===== config.mk =====
export PLATFORM = sky130hd
export DESIGN_NAME = id_pipe
export DESIGN_NICKNAME = d
export VERILOG_FILES = /design/src/rtl/id_pipe.sv
export SDC_FILE = /design/constraint.sdc
export NUM_CORES = 1
export LEC_CHECK = 0
export CORE_AREA = 2 2 139 141
export CTS_CLUSTER_SIZE = 16
export DETAILED_ROUTE_END_ITERATION = 12
export DIE_AREA = 0 0 141 143
export GPL_TIMING_DRIVEN = 0
export PLACE_DENSITY_LB_ADDON = 0.12
export SLEW_MARGIN = 10
export SYNTH_ARGS = -nofsm -noshare
export SYNTH_HDL_FRONTEND = slang
export SYNTH_SLANG_ARGS = --single-unit

===== constraint.sdc =====
create_clock -name clk -period 6.3 [get_ports clk]
set_clock_uncertainty 0.2 [all_clocks]
set_input_delay 1.575 -clock clk [delete_from_list [all_inputs] [get_ports clk]]
set_output_delay 1.575 -clock clk [all_outputs]
set_load 0.02 [all_outputs]

===== src/rtl/id_pipe.sv =====
// id_pipe: MIPS-style instruction decode stage with a ready/valid handshake, EX/MEM operand
// forwarding, load-use stall and stall counter. Optional macro: ID_FORWARD_EN (forwarding on).
module id_pipe #(
  parameter int DATA_W = 32,
  parameter int REG_AW = 5
) (
  input  logic              clk,
  input  logic              rst,
  input  logic [31:0]       pc_i,
  input  logic [31:0]       inst_i,
  input  logic              inst_valid_i,
  output logic              inst_ready_o,
  input  logic              flush_i,
  output logic              reg1_read_o,
  output logic              reg2_read_o,
  output logic [REG_AW-1:0] reg1_addr_o,
  output logic [REG_AW-1:0] reg2_addr_o,
  input  logic [DATA_W-1:0] reg1_data_i,
  input  logic [DATA_W-1:0] reg2_data_i,
  input  logic              ex_wreg_i,
  input  logic [REG_AW-1:0] ex_wd_i,
  input  logic [DATA_W-1:0] ex_wdata_i,
  input  logic              ex_is_load_i,
  input  logic              mem_wreg_i,
  input  logic [REG_AW-1:0] mem_wd_i,
  input  logic [DATA_W-1:0] mem_wdata_i,
  input  logic              ex_ready_i,
  output logic              id_valid_o,
  output logic [31:0]       pc_o,
  output logic [7:0]        aluop_o,
  output logic [2:0]        alusel_o,
  output logic [DATA_W-1:0] reg1_o,
  output logic [DATA_W-1:0] reg2_o,
  output logic [REG_AW-1:0] wd_o,
  output logic              wreg_o,
  output logic              inst_err_o,
  output logic [15:0]       stall_cnt_o
);

  typedef enum logic [2:0] {
    SEL_NOP   = 3'b000,
    SEL_LOGIC = 3'b001,
    SEL_SHIFT = 3'b010,
    SEL_ARITH = 3'b011,
    SEL_LOAD  = 3'b111
  } alusel_e;

  localparam logic [5:0] OP_SPECIAL = 6'h00;
  localparam logic [5:0] OP_ADDIU   = 6'h09;
  localparam logic [5:0] OP_ANDI    = 6'h0C;
  localparam logic [5:0] OP_ORI     = 6'h0D;
  localparam logic [5:0] OP_XORI    = 6'h0E;
  localparam logic [5:0] OP_LUI     = 6'h0F;
  localparam logic [5:0] OP_LW      = 6'h23;

  localparam logic [5:0] FN_SLL  = 6'h00;
  localparam logic [5:0] FN_SRL  = 6'h02;
  localparam logic [5:0] FN_ADDU = 6'h21;
  localparam logic [5:0] FN_SUBU = 6'h23;
  localparam logic [5:0] FN_AND  = 6'h24;
  localparam logic [5:0] FN_OR   = 6'h25;
  localparam logic [5:0] FN_XOR  = 6'h26;
  localparam logic [5:0] FN_NOR  = 6'h27;

  localparam logic [7:0] ALU_AND  = 8'h24;
  localparam logic [7:0] ALU_OR   = 8'h25;
  localparam logic [7:0] ALU_XOR  = 8'h26;
  localparam logic [7:0] ALU_ADDU = 8'h21;
  localparam logic [7:0] ALU_LW   = 8'hE3;

  // Instruction fields
  logic [5:0]        w_opcode;
  logic [5:0]        w_funct;
  logic [4:0]        w_shamt;
  logic [15:0]       w_imm;
  logic [REG_AW-1:0] w_rs;
  logic [REG_AW-1:0] w_rt;
  logic [REG_AW-1:0] w_rd;

  assign w_opcode = inst_i[31:26];
  assign w_funct  = inst_i[5:0];
  assign w_shamt  = inst_i[10:6];
  assign w_imm    = inst_i[15:0];
  assign w_rs     = REG_AW'(inst_i[25:21]);
  assign w_rt     = REG_AW'(inst_i[20:16]);
  assign w_rd     = REG_AW'(inst_i[15:11]);

  // Decoded control; w_imm1/w_imm2 supply an operand whenever its register port is unused.
  logic [7:0]        w_aluop;
  alusel_e           w_alusel;
  logic              w_rd1_en;
  logic              w_rd2_en;
  logic [REG_AW-1:0] w_a1;
  logic [REG_AW-1:0] w_a2;
  logic [DATA_W-1:0] w_imm1;
  logic [DATA_W-1:0] w_imm2;
  logic [REG_AW-1:0] w_wd;
  logic              w_wreg;
  logic              w_err;

  always_comb begin
    // NOTE: every output of this block is defaulted first, so no decode path can infer a latch.
    w_aluop  = '0;
    w_alusel = SEL_NOP;
    w_rd1_en = 1'b0;
    w_rd2_en = 1'b0;
    w_a1     = w_rs;
    w_a2     = w_rt;
    w_imm1   = '0;
    w_imm2   = '0;
    w_wd     = '0;
    w_wreg   = 1'b0;
    w_err    = 1'b0;
    case (w_opcode)
      OP_SPECIAL: begin
        w_rd1_en = 1'b1;
        w_rd2_en = 1'b1;
        w_wd     = w_rd;
        w_wreg   = 1'b1;
        w_aluop  = {2'b00, w_funct};
        case (w_funct)
          FN_OR, FN_AND, FN_XOR, FN_NOR: w_alusel = SEL_LOGIC;
          FN_ADDU, FN_SUBU:              w_alusel = SEL_ARITH;
          FN_SLL, FN_SRL: begin
            // Shifts take the shift amount as operand 1 and shift rt.
            w_alusel = SEL_SHIFT;
            w_rd1_en = 1'b0;
            w_imm1   = DATA_W'(w_shamt);
          end
          default: begin
            w_rd1_en = 1'b0;
            w_rd2_en = 1'b0;
            w_wd     = '0;
            w_wreg   = 1'b0;
            w_aluop  = '0;
            w_err    = 1'b1;
          end
        endcase
      end
      OP_ORI, OP_ANDI, OP_XORI: begin
        w_rd1_en = 1'b1;
        w_imm2   = DATA_W'(w_imm);
        w_wd     = w_rt;
        w_wreg   = 1'b1;
        w_alusel = SEL_LOGIC;
        w_aluop  = (w_opcode == OP_ORI)  ? ALU_OR :
                   (w_opcode == OP_ANDI) ? ALU_AND : ALU_XOR;
      end
      OP_LUI: begin
        w_imm2   = DATA_W'($signed({w_imm, 16'h0000}));
        w_wd     = w_rt;
        w_wreg   = 1'b1;
        w_alusel = SEL_LOGIC;
        w_aluop  = ALU_OR;
      end
      OP_ADDIU, OP_LW: begin
        w_rd1_en = 1'b1;
        w_imm2   = DATA_W'($signed(w_imm));
        w_wd     = w_rt;
        w_wreg   = 1'b1;
        w_alusel = (w_opcode == OP_LW) ? SEL_LOAD : SEL_ARITH;
        w_aluop  = (w_opcode == OP_LW) ? ALU_LW : ALU_ADDU;
      end
      default: w_err = 1'b1;
    endcase
  end

  // Read enables only reflect a real instruction, so an idle input never raises a hazard.
  logic w_rd1;
  logic w_rd2;
  assign w_rd1       = rst && inst_valid_i && w_rd1_en;
  assign w_rd2       = rst && inst_valid_i && w_rd2_en;
  assign reg1_read_o = w_rd1;
  assign reg2_read_o = w_rd2;
  assign reg1_addr_o = w_a1;
  assign reg2_addr_o = w_a2;

  logic w_ex_hit1;
  logic w_ex_hit2;
  logic w_mem_hit1;
  logic w_mem_hit2;
  assign w_ex_hit1  = w_rd1 && ex_wreg_i  && (ex_wd_i  == w_a1) && (w_a1 != '0);
  assign w_ex_hit2  = w_rd2 && ex_wreg_i  && (ex_wd_i  == w_a2) && (w_a2 != '0);
  assign w_mem_hit1 = w_rd1 && mem_wreg_i && (mem_wd_i == w_a1) && (w_a1 != '0);
  assign w_mem_hit2 = w_rd2 && mem_wreg_i && (mem_wd_i == w_a2) && (w_a2 != '0);

  logic              w_hazard;
  logic [DATA_W-1:0] w_src1;
  logic [DATA_W-1:0] w_src2;

`ifdef ID_FORWARD_EN
  // The youngest writer wins; only a load still in EX has no data to forward yet.
  assign w_hazard = ex_is_load_i && (w_ex_hit1 || w_ex_hit2);
  assign w_src1   = w_ex_hit1 ? ex_wdata_i : (w_mem_hit1 ? mem_wdata_i : reg1_data_i);
  assign w_src2   = w_ex_hit2 ? ex_wdata_i : (w_mem_hit2 ? mem_wdata_i : reg2_data_i);
`else
  // Without forwarding, any in-flight writer of a source must retire before issue.
  assign w_hazard = w_ex_hit1 || w_ex_hit2 || w_mem_hit1 || w_mem_hit2;
  assign w_src1   = reg1_data_i;
  assign w_src2   = reg2_data_i;
  logic w_unused_fwd;
  assign w_unused_fwd = ^{ex_wdata_i, mem_wdata_i, ex_is_load_i};
`endif

  logic [DATA_W-1:0] w_op1;
  logic [DATA_W-1:0] w_op2;
  assign w_op1 = !w_rd1_en ? w_imm1 : ((w_a1 == '0) ? '0 : w_src1);
  assign w_op2 = !w_rd2_en ? w_imm2 : ((w_a2 == '0) ? '0 : w_src2);

  // Handshake
  logic r_id_valid;
  logic w_can_load;
  assign w_can_load   = !r_id_valid || ex_ready_i;
  assign inst_ready_o = rst && w_can_load && !w_hazard && !flush_i;

  logic [31:0]       r_pc;
  logic [7:0]        r_aluop;
  alusel_e           r_alusel;
  logic [DATA_W-1:0] r_reg1;
  logic [DATA_W-1:0] r_reg2;
  logic [REG_AW-1:0] r_wd;
  logic              r_wreg;
  logic              r_inst_err;
  logic [15:0]       r_stall_cnt;

  always_ff @(posedge clk or negedge rst) begin
    if (!rst) begin
      r_id_valid <= 1'b0;
      r_pc       <= '0;
      r_aluop    <= '0;
      r_alusel   <= SEL_NOP;
      r_reg1     <= '0;
      r_reg2     <= '0;
      r_wd       <= '0;
      r_wreg     <= 1'b0;
      r_inst_err <= 1'b0;
    end else if (flush_i) begin
      r_id_valid <= 1'b0;
      r_wreg     <= 1'b0;
    end else if (w_can_load) begin
      if (inst_valid_i && !w_hazard) begin
        // NOTE: non-blocking updates make every register sample pre-edge values together.
        r_id_valid <= 1'b1;
        r_pc       <= pc_i;
        r_aluop    <= w_aluop;
        r_alusel   <= w_alusel;
        r_reg1     <= w_op1;
        r_reg2     <= w_op2;
        r_wd       <= w_wd;
        r_wreg     <= w_wreg;
        r_inst_err <= w_err;
      end else begin
        r_id_valid <= 1'b0;
        r_wreg     <= 1'b0;
        r_inst_err <= 1'b0;
      end
    end
  end

  always_ff @(posedge clk or negedge rst) begin
    if (!rst) begin
      r_stall_cnt <= '0;
    end else if (inst_valid_i && w_hazard && (r_stall_cnt != 16'hFFFF)) begin
      r_stall_cnt <= r_stall_cnt + 16'd1;
    end
  end

  assign id_valid_o  = r_id_valid;
  assign pc_o        = r_pc;
  assign aluop_o     = r_aluop;
  assign alusel_o    = r_alusel;
  assign reg1_o      = r_reg1;
  assign reg2_o      = r_reg2;
  assign wd_o        = r_wd;
  assign wreg_o      = r_wreg;
  assign inst_err_o  = r_inst_err;
  assign stall_cnt_o = r_stall_cnt;

endmodule


==> impl_results.md <==
* Status: finished clean
* Area growth from synthesis to layout at 59.33%
* Final Hold Viols at 0
* Post-route ant nets at 0
* Warnings, synthesis at 0
* PwrDens at 233.7 nW/µm²
* Fin util at 0.5572
* First-pass GRT wire length at 31,470 µm
* Synth Register Bits at 130
* Worst-margin pin slew at 1196 ps
* Slew HR at 0.1966
* Pre-CTS setup slack at -185.3 ps
* Remaining Overflow, GRT at 0
* Worst hold slack at 295.9 ps
* Synth async-reset ratio at 1.000
* Startpoint Class: input port
* Die Wd at 141 µm
* Fin area at 10,350 µm²
* Max Freq at 163.1 MHz
* Drt drc at 0
* Cells after DPL at 1,058
* Setup_tns at 0 ps
* Final setup margin at 168.3 ps
* Clock latency on the worst-skew pair at 410 ps
* Total CTS buffers at 17
* Routed vias/inst at 4.901
* RSZ-0062 raised after global routing: false
* Area post-placement at 9702 µm²
* Setup CP Type: in2out
* CP endpoint kind: output pin
* CTS tree: built
* WL per Instance at 18.76 µm
* Final nets at 1,060
* CTS Buffer Depth at 2
* Clk root buf: clkbuf_16
* CTS sink count at 130
* WP data arrival at 4360 ps
* # rows at 50
* Crit-path slowest cell: clkdlybuf4s50_1
* Total Routed Length at 20,540 µm
* Crit path time final at 6132 ps
* Antenna violations before repair at 0
* Post-DP HPWL at 15,720 µm
* Clock slew at reported path FFs at 60 ps
* Htree depth at 4
* Critical Path RT at 4530 ps
* CP cell instances: clkdlybuf4s50_1 > or4_1 > o21a_1 > buf_4 > a32oi_4 > nor2_1 > nor3_1 > clkdlybuf4s50_1
* Family with the most delay on the worst path: buffers and inverters
* Gpl congestion at 0.8454
* Antenna fix cells at 0
* Post-synth EDFFs at 0
* Slew Viols, Final at 0
* Total power at 2.420 mW
* Worst-path maximum fanout at 13
* Final setup violating endpoints at 0
* Fill cell total of the finished layout at 1,578
* Buf/Inv on CP at 3
* Sequential share of the synthesized area at 0.5007
* Die Y at 143 µm
* Largest net degree at the start of global routing at 73
* P_leak at 4.475 nW
* DIE AREA at 20,160 µm²
* Iter 0 DRT Violations at 206
* Max-cap violations at 0
* Post-Syn Nets at 746
* Cell variety after synth at 46
* Peak supply drop at 0.1755 mV
* First-pass detailed-route iteration total at 4
* Core Footprint at 18,580 µm²
* Class of the worst hold path: reg2reg
* Via count at 5,367
* # port buffers at 288
* Vias in the first global route at 5,584
* Layout cell share with drive strength beyond 1 at 0.1742
* Layout Cells excl Fill at 1,095
* Syn Area/Cell at 12.14 µm²
* Most used cell, CP: clkdlybuf4s50_1
* Initial Utilization at 0.3497
* Synthesized cell area at 6497 µm²
* Top FF cell, synth: dfrtp_1
* Crit share post-route at 0.9733
* # IOs at 354
* Post-CTS sizing at 0
* Total GRT Usage at 0.2034
* Slowest stage delay, CP at 650 ps
* Synth Instances at 535
==> layer usage <==
layer	global-route usage	routed length (µm)	share of wire
met1	0.2575	8739	0.43
met2	0.3394	9994	0.49
met3	0.06271	1464	0.071
met4	0.05474	346	0.017
met5	0	0	0
==> flip-flops by register name, indices dropped and copies added (netlist names) <==
register,cells
pc_o,32
id_valid_o,1
reg2_o,32
aluop_o,7
reg1_o,32
alusel_o,3
stall_cnt_o,16
inst_err_o,1
wd_o,5
wreg_o,1
==> cell usage in the layout, fill, tap and decap left out, types with 3 or more instances in the layout <==
cell type	count
nand2_1	44
buf_6	6
nor2_1	13
mux2_1	3
o31ai_1	3
nor3_1	9
clkinv_2	3
inv_1	38
a22o_1	27
nand3_1	9
bufinv_16	3
buf_2	6
clkbuf_16	17
mux2_4	36
buf_8	3
and2_1	3
nand2b_1	3
or4_1	3
mux2_2	43
clkbuf_1	10
o21ai_0	5
nor2b_1	6
a21oi_1	6
nand4_1	10
clkinvlp_4	3
buf_4	19
clkinv_4	4
dfrtp_1	130
xor2_1	13
clkdlybuf4s50_1	287
a221o_1	15
mux2i_1	30
nor4_1	5
xnor2_1	20
==> final cells by class <==
class | count | area (µm²) | share of cell area
plain buffers | 37 | 262.8 | 0.02538
clock buffers | 18 | 439.2 | 0.04242
repair buffers | 296 | 2964 | 0.2863
clock inverters | 13 | 162.7 | 0.01571
multi-input cells | 329 | 2835 | 0.2739
inverters | 38 | 142.6 | 0.01378
well taps | 234 | 292.8 | 0.02828
flip-flops and latches | 130 | 3253 | 0.3142
==> worst paths after layout <==
kind                                      start               to  slack (ps)  depth (start not counted)
min in group asynchronous                   rst       reg1_o[11]         920                          1
worst min register to register  stall_cnt_o[10]  stall_cnt_o[10]         300                          1
worst max register to register   stall_cnt_o[7]   stall_cnt_o[1]        3500                          6
worst min-delay path            stall_cnt_o[10]  stall_cnt_o[10]         300                          1
max in group asynchronous                   rst       reg2_o[12]        4190                          2
worst max-delay path                 inst_i[16]     inst_ready_o         170                          8
==> timing repair <==
item                       in CTS  in global routing
setup endpoints to repair       1                  1
cloned                          0                  0
hold buffers                    0                  0
pin swaps                       0                  1
buffers inserted                0                  7
==> Yosys cell counts, drive strengths merged, types with 3 or more instances <==
library cell | count | area (µm²)
o31ai | 3 | 22.52
nand3 | 9 | 45.04
nand2b | 3 | 18.77
and2 | 4 | 25.03
xnor2 | 20 | 175.2
nor2 | 13 | 48.80
or4 | 3 | 22.52
mux2 | 82 | 1059
buf | 27 | 225.2
a21oi | 6 | 30.03
nand4 | 10 | 62.56
nor2b | 6 | 37.54
dfrtp | 130 | 3253
clkbuf | 11 | 41.29
inv | 38 | 142.6
a221o | 15 | 150.1
o21ai | 5 | 25.02
nor3 | 9 | 45.04
xor2 | 13 | 113.9
mux2i | 30 | 300.3
nor4 | 7 | 56.30
a22o | 27 | 236.5
nand2 | 44 | 165.2
==> worst reg2reg max path, stage by stage (launching register included) <==
cell      delay [ps]
dfrtp_1          450
and4_1           250
and3_1           240
nand2b_1         120
nor3_1           920
nor3_1           180
mux2_2           330
==> logic make-up (layout without fill, tap and decap cells) <==
| family | count (synthesis) | count (layout) | synth area share |
|---|---|---|---|
| AOI/OAI and AO/OA | 67 | 67 | 0.08935 |
| xor gates and xnor gates | 33 | 33 | 0.04448 |
| adders and majority gates | 1 | 1 | 0.001925 |
| buffers and inverters | 76 | 402 | 0.06297 |
| DFF | 130 | 130 | 0.5007 |
| muxes | 112 | 112 | 0.2091 |
| and+or+nand+nor | 116 | 116 | 0.09147 |
==> where the power goes <==
part           switching, mW  total, mW  leakage [nW]  internal, mW
registers             0.0314      0.923          1.73         0.891
clock network          0.373       1.00         0.288         0.630
logic                  0.216      0.494          2.46         0.278
(Power assumes the default switching activity.)
